<file path="src/rtl/seq_alu_pkg.sv">
// Shared opcode, comparison and FSM state types for the sequential ALU.
// Pure definitions: no latency, no flow control.
package seq_alu_pkg;

   typedef enum logic [3:0] {
      OP_ADD  = 4'd0,
      OP_SUB  = 4'd1,
      OP_SHL  = 4'd2,
      OP_SHR  = 4'd3,
      OP_INC  = 4'd4,
      OP_DEC  = 4'd5,
      OP_MSB  = 4'd6,
      OP_LSB  = 4'd7,
      OP_SET  = 4'd8,
      OP_CMP  = 4'd9,
      OP_MUL  = 4'd10,
      OP_SHLN = 4'd11,
      OP_SHRN = 4'd12
   } alu_op_t;

   typedef enum logic [1:0] {
      CMP_EQ = 2'd0,
      CMP_NE = 2'd1,
      CMP_GT = 2'd2,
      CMP_LT = 2'd3
   } cmp_t;

   typedef enum logic [1:0] {
      IDLE = 2'd0,
      EXEC = 2'd1,
      FIN  = 2'd2
   } salu_state_t;

   function automatic logic is_var_shift(input alu_op_t op);
      return (op == OP_SHLN) || (op == OP_SHRN);
   endfunction

endpackage

</file>
<file path="src/rtl/seq_alu_pos_enc.sv">
// Highest/lowest set-bit index of a word; combinational, zero latency, no flow control.
// An all-zero input reports 0 as highest and WIDTH-1 as lowest.
module pos_enc #(
   parameter int WIDTH = 8,
   parameter int IW    = $clog2(WIDTH)
) (
   input  logic [WIDTH-1:0] a_i,
   output logic [IW-1:0]    hi_o,
   output logic [IW-1:0]    lo_o
);

   always_comb begin
      hi_o = '0;
      for (int i = 0; i < WIDTH; i++) begin
         if (a_i[i]) hi_o = IW'(i);
      end
   end

   always_comb begin
      lo_o = IW'(WIDTH - 1);
      for (int i = WIDTH - 1; i >= 0; i--) begin
         if (a_i[i]) lo_o = IW'(i);
      end
   end

endmodule

</file>
<file path="src/rtl/seq_alu.sv">
// Clocked ALU with Start/Busy/Done: single-cycle ops finish in 1 cycle, MUL in WIDTH+1, SHLN/SHRN in N+1.
// No backpressure: Start is only honoured in IDLE and is dropped otherwise.
module seq_alu
   import seq_alu_pkg::*;
#(
   parameter int WIDTH = 8,
   parameter int CNT_W = $clog2(WIDTH) + 1
) (
   input  logic             Clk,
   input  logic             Reset,
   input  logic             Start,
   input  logic [WIDTH-1:0] InputA,
   input  logic [WIDTH-1:0] InputB,
   input  logic [3:0]       AluOp,
   input  logic [1:0]       ComparisonType,
   input  logic             CarryIn,
   output logic             Busy,
   output logic             Done,
   output logic [WIDTH-1:0] AluOut,
   output logic [WIDTH-1:0] AluOutHi,
   output logic             CarryOut,
   output logic             ZeroOut
);

   localparam int IW = $clog2(WIDTH);

   salu_state_t      state_q, state_d;
   logic [CNT_W-1:0] cnt_q, cnt_d;
   alu_op_t          op_q, op_d;
   logic [WIDTH-1:0] a_q, a_d;
   logic [WIDTH-1:0] b_q, b_d;
   logic [WIDTH-1:0] acc_q, acc_d;
   logic [WIDTH-1:0] lo_q, lo_d;
   logic [WIDTH-1:0] hi_q, hi_d;
   logic             co_q, co_d;
   logic             z_q, z_d;

   alu_op_t          op_in;
   logic [IW-1:0]    shamt;
   logic [IW-1:0]    msb_idx, lsb_idx;
   logic [WIDTH:0]   sum_w, dif_w, mac_w;
   logic [WIDTH-1:0] s_lo;
   logic             s_co;
   logic [WIDTH-1:0] mul_acc_n, mul_b_n, sh_n;
   logic             sh_co;

   assign op_in = alu_op_t'(AluOp);
   assign shamt = InputB[IW-1:0];

   pos_enc #(.WIDTH(WIDTH), .IW(IW)) u_pos_enc (
      .a_i  (InputA),
      .hi_o (msb_idx),
      .lo_o (lsb_idx)
   );

   // Single-cycle results, computed straight from the ports in the accept cycle.
   always_comb begin
      s_lo  = '0;
      s_co  = 1'b0;
      sum_w = {1'b0, InputA} + {1'b0, InputB} + {{WIDTH{1'b0}}, CarryIn};
      dif_w = {1'b0, InputA} - {1'b0, InputB} - {{WIDTH{1'b0}}, CarryIn};
      case (op_in)
         OP_ADD:  {s_co, s_lo} = sum_w;
         OP_SUB:  {s_co, s_lo} = dif_w;
         OP_SHL:  {s_co, s_lo} = {InputA, CarryIn};
         OP_SHR:  {s_lo, s_co} = {CarryIn, InputA};
         OP_INC:  s_lo = InputA + WIDTH'(1);
         OP_DEC:  s_lo = InputA - WIDTH'(1);
         OP_MSB:  s_lo = {{(WIDTH-IW){1'b0}}, msb_idx};
         OP_LSB:  s_lo = {{(WIDTH-IW){1'b0}}, lsb_idx};
         OP_SET:  s_lo = InputA | (WIDTH'(1) << shamt);
         OP_CMP: begin
            case (cmp_t'(ComparisonType))
               CMP_EQ:  s_lo = {{(WIDTH-1){1'b0}}, InputA == InputB};
               CMP_NE:  s_lo = {{(WIDTH-1){1'b0}}, InputA != InputB};
               CMP_GT:  s_lo = {{(WIDTH-1){1'b0}}, InputA >  InputB};
               CMP_LT:  s_lo = {{(WIDTH-1){1'b0}}, InputA <  InputB};
               default: s_lo = '0;
            endcase
         end
         OP_SHLN, OP_SHRN: s_lo = InputA;
         default: s_lo = '0;
      endcase
   end

   // One iteration step: {acc, b} forms the shifting product register for MUL.
   always_comb begin
      mac_w     = {1'b0, acc_q} + (b_q[0] ? {1'b0, a_q} : {(WIDTH+1){1'b0}});
      mul_acc_n = mac_w[WIDTH:1];
      mul_b_n   = {mac_w[0], b_q[WIDTH-1:1]};
      if (op_q == OP_SHLN) begin
         sh_n  = {a_q[WIDTH-2:0], 1'b0};
         sh_co = a_q[WIDTH-1];
      end else begin
         sh_n  = {1'b0, a_q[WIDTH-1:1]};
         sh_co = a_q[0];
      end
   end

   always_comb begin
      state_d = state_q;
      cnt_d   = cnt_q;
      op_d    = op_q;
      a_d     = a_q;
      b_d     = b_q;
      acc_d   = acc_q;
      lo_d    = lo_q;
      hi_d    = hi_q;
      co_d    = co_q;
      z_d     = z_q;
      case (state_q)
         IDLE: begin
            if (Start) begin
               op_d  = op_in;
               a_d   = InputA;
               b_d   = InputB;
               acc_d = '0;
               if (op_in == OP_MUL) begin
                  cnt_d   = CNT_W'(WIDTH);
                  state_d = EXEC;
               end else if (is_var_shift(op_in) && (shamt != '0)) begin
                  cnt_d   = {{(CNT_W-IW){1'b0}}, shamt};
                  state_d = EXEC;
               end else begin
                  lo_d    = s_lo;
                  hi_d    = '0;
                  co_d    = s_co;
                  z_d     = (s_lo == '0);
                  state_d = FIN;
               end
            end
         end
         EXEC: begin
            cnt_d = cnt_q - CNT_W'(1);
            if (op_q == OP_MUL) begin
               acc_d = mul_acc_n;
               b_d   = mul_b_n;
            end else begin
               a_d = sh_n;
            end
            if (cnt_q == CNT_W'(1)) begin
               state_d = FIN;
               if (op_q == OP_MUL) begin
                  lo_d = mul_b_n;
                  hi_d = mul_acc_n;
                  co_d = |mul_acc_n;
                  z_d  = (mul_b_n == '0);
               end else begin
                  lo_d = sh_n;
                  hi_d = '0;
                  co_d = sh_co;
                  z_d  = (sh_n == '0);
               end
            end
         end
         FIN:     state_d = IDLE;
         default: state_d = IDLE;
      endcase
   end

   always_ff @(posedge Clk) begin
      if (Reset) begin
         state_q <= IDLE;
         cnt_q   <= '0;
         op_q    <= OP_ADD;
         a_q     <= '0;
         b_q     <= '0;
         acc_q   <= '0;
         lo_q    <= '0;
         hi_q    <= '0;
         co_q    <= 1'b0;
         z_q     <= 1'b0;
      end else begin
         state_q <= state_d;
         cnt_q   <= cnt_d;
         op_q    <= op_d;
         a_q     <= a_d;
         b_q     <= b_d;
         acc_q   <= acc_d;
         lo_q    <= lo_d;
         hi_q    <= hi_d;
         co_q    <= co_d;
         z_q     <= z_d;
      end
   end

   assign Busy     = (state_q != IDLE);
   assign Done     = (state_q == FIN);
   assign AluOut   = lo_q;
   assign AluOutHi = hi_q;
   assign CarryOut = co_q;
   assign ZeroOut  = z_q;

endmodule

</file>
<file path="config.mk">
export PLATFORM = sky130hd
export DESIGN_NAME = seq_alu
export DESIGN_NICKNAME = d
export VERILOG_FILES = /design/src/rtl/seq_alu_pkg.sv /design/src/rtl/seq_alu_pos_enc.sv /design/src/rtl/seq_alu.sv
export SDC_FILE = /design/constraint.sdc
export NUM_CORES = 1
export LEC_CHECK = 0
export CORE_ASPECT_RATIO = 1.4
export CORE_MARGIN = 4
export CORE_UTILIZATION = 64
export CTS_BUF_LIST = sky130_fd_sc_hd__clkbuf_16
export DETAILED_ROUTE_END_ITERATION = 12
export GPL_TIMING_DRIVEN = 0
export PLACE_DENSITY = 0.87
export SLEW_MARGIN = 20
export SYNTH_ARGS = -nofsm -noshare
export SYNTH_HDL_FRONTEND = slang
export SYNTH_HIERARCHICAL = 1
export SYNTH_SLANG_ARGS = --single-unit
</file>
<file path="constraint.sdc">
create_clock -name Clk -period 8.15 [get_ports Clk]
set_clock_uncertainty 0.2 [all_clocks]
set_input_delay 1.63 -clock Clk [delete_from_list [all_inputs] [get_ports Clk]]
set_output_delay 1.63 -clock Clk [all_outputs]
set_load 0.01 [all_outputs]
</file>
==> impl_metrics.yaml <==
synth:
  syn_nets: 758
  netlist_area_mm2: 0.00504
  yosysWarnings: 6
  syn_avg_cell_area_um2: 7.40
  synthXorXnorAreaFrac_pct: 2.95
  synth_edf_count: 0
  asyncSetResetFlopFracSynth_pct: 0
  yosysSeqAreaShare_pct: 20.6
  synth_cell_types: 68
  synth_mux_area_share_pct: 4.19
  synthCells: 681
  synth_ff_type: "dfxtp_1"
  synth_compound_area_share_pct: 25.5
  synth_top_family_by_area: "simple AND/OR/NAND/NOR gates"
  synth-simple-area-share_pct: 26.6
  synth-seq-cells: 52
  yosys.area_share.adder_pct: 13.5
die:
  die_w_um: 83.0
  die_height_um: 113
  start_util_pct: 65.5
  ioPinCount: 46
  core_mm2: 0.00770
  rows: 38
  dieArea_mm2: 0.00938
timing:
  fin_crit_sh_pct: 69.1
  timing.fmax_mhz: 178
  rsz0062_at_grt: "no"
  setup_violations: 0
  setup-tns-final_ns: 0
  relSlewSlack_pct: 36.0
  fin_ws_ns: 2.52
  fin_crit_ns: 5.63
  finalMaxSlewViolations: 0
  finalHoldViolCount: 0
  worst_pin_slew_ns: 0.936
worst_setup_path:
  path_common_cell: "nor3b_1"
  slowest_delay_ns: 0.60
  cp_data_arrival_time_ns: 5.66
  required_ns: 8.18
  cp_slowest_cell: "nor3b_1"
  cp-start-kind: "primary input"
  cp.depth: 12
  setup.worst_path.end_class: "flip-flop"
  cp_cell_sequence: "clkdlybuf4s50_1 -> buf_2 -> nor3b_1 -> and2_1 -> ha_1 -> a211oi_1 -> o21bai_1 -> nor3b_1 -> or4_1 -> nor4_1 -> nand4_1 -> o31ai_2"
  worst_path_dominant_cell_family: "simple AND/OR/NAND/NOR gates"
  critPathMaxFanout: 10
  path_buf_inv: 2
  critical_path_class: "primary input to flip-flop"
  r2r_cells: 10
hold_path:
  min_path_type: "flip-flop to flip-flop"
  hold_path_depth: 2
global_routing:
  globalRouteTotalUtil_pct: 35.7
  grt_pass1_vias: 5538
  grt_pass1_wl_um: 27200
  overflow: 0
  grt_max_degree: 19
  antenna_found_initial: 0
clock_tree:
  cts_tree: "built"
  cts-root-buf: "clkbuf_16"
  clkTransAtPathRegs_ns: 0.08
  htreeDepth: 2
  cts_max_path_buffers: 2
  clock-sinks: 52
  clock_insertion_delay_worst_skew_ns: 0.30
  postCtsSetupRepairBufs: 0
  cts.repair.resized: 0
  cts_inserted_buffers: 5
  hold_buffers: 0
cells_and_area:
  fillers: 633
  seq_area_mm2: 0.00104
  multi_input_area_mm2: 0.00368
  nNetsFinal: 808
  num_antenna_cells: 0
  area_growth_pct: 14.3
  drive_gt1_share_pct: 4.92
place:
  dp_hpwl_um: 13200
  port_buffers: 43
  globalplace.congestion: 1.05
  place_ws_ns: 2.28
power:
  leakagePower_nw: 2.41
  power_density_mw_per_mm2: 134
  ir_drop_uv: 134
run:
  drv_cap: 0
route:
  via_per_inst: 6.69
  drt_iter0_drc: 553
  ant_nets: 0
  firstDrtPassIters: 5
  wirelength_um: 16800
  wl_per_cell_um: 20.2
  drc: 0
  vias: 5565
run_status:
  status: "finished, final reports clean"
registers in the layout, indices dropped and copies added, names as in the netlist:
register,count
ZeroOut,1
cnt_q,4
op_q,4
acc_q,8
CarryOut,1
AluOutHi,8
b_q,8
state_q,2
AluOut,8
a_q,8
through the flow:
stage / hold slack, ns / utilization (%) / cells / area (um2) / total power [mW]
6_report: 0.253 / 74.8 / 832 / 5760 / 0.772
5_1_grt: 0.290 / 74.8 / 832 / 5760 / 0.807
4_1_cts: 0.254 / 74.7 / 832 / 5760 / 0.762
2_1_floorplan: 0.239 / - / 681 / 5040 / 0.457
3_3_place_gp: 0.238 / 72.7 / 824 / 5600 / 0.541
3_5_place_dp: 0.244 / 72.8 / 824 / 5600 / 0.549
worst min-delay path, delay by kind of cell (launching register included):
kind / cells / cell delay [ns]
flops: 1 / 0.31
simple gates: 1 / 0.05
compound gates: 1 / 0.05
layer usage:
layer / vias up / GRT usage [%] / part of all wire (%)
met4: 0 / 32.9 / 9.4
met2: 371 / 61.7 / 48
met3: 105 / 5.61 / 7.6
met5: - / 0 / 0
met1: 2522 / 36.6 / 35
li1: 2567 / - / -
kinds of logic (layout without fill, tap and decap cells):
group,count (synthesis),after routing
and+or+nand+nor,273,273
AOI/OAI and AO/OA,189,189
buffers and inverters,78,129
DFF,52,52
adders and majority gates,51,51
muxes,21,21
xor gates and xnor gates,17,17
worst paths after layout:
check	from	slack (ns)	endpoint
min reg2reg	AluOutHi[1]	0.25	AluOutHi[1]
max reg2reg	b_q[0]	5.02	CarryOut
max	AluOp[3]	2.52	ZeroOut
min	AluOutHi[1]	0.25	AluOutHi[1]
cell usage in the layout (no fill, tap or decap), drive strengths merged, types with 13 or more instances in the layout:
cell type       n
a211oi         27
a21oi          57
and2           13
buf            19
clkbuf         26
clkdlybuf4s50  43
dfxtp          52
ha             45
inv            39
mux2i          20
nand2          65
nand3          20
nor2           84
nor3           22
o21ai          18
layout make-up:
| cell class | count | area share, % |
|---|---|---|
| sequential | 52 | 18.1 |
| inverter | 38 | 2.48 |
| timing repair buffer | 43 | 7.47 |
| tap | 100 | 2.17 |
| clock inverter | 3 | 0.456 |
| multi-input combinational | 551 | 64.0 |
| buffer | 40 | 3.24 |
| clock buffer | 5 | 2.17 |
cell usage after synthesis (17+ instances only):
cell	number	area share, %
nor2_1	84	6.3
a21oi_1	57	5.7
nand3_1	20	2.0
ha_1	45	11
a211oi_1	26	3.9
inv_1	38	2.8
mux2i_1	20	4.0
o21ai_0	17	1.7
clkbuf_1	21	1.6
nor3_1	22	2.2
dfxtp_1	52	21
nand2_1	65	4.8
where the power goes:
| part | internal [mW] | leakage, nW | switching, mW | total, mW |
|---|---|---|---|---|
| Sequential | 0.270 | 0.425 | 0.0148 | 0.284 |
| Combinational | 0.106 | 1.91 | 0.161 | 0.267 |
| Clock | 0.116 | 0.0744 | 0.104 | 0.221 |
| Total | 0.492 | 2.41 | 0.280 | 0.772 |
No activity file was read; power rests on OpenSTA's default activity.
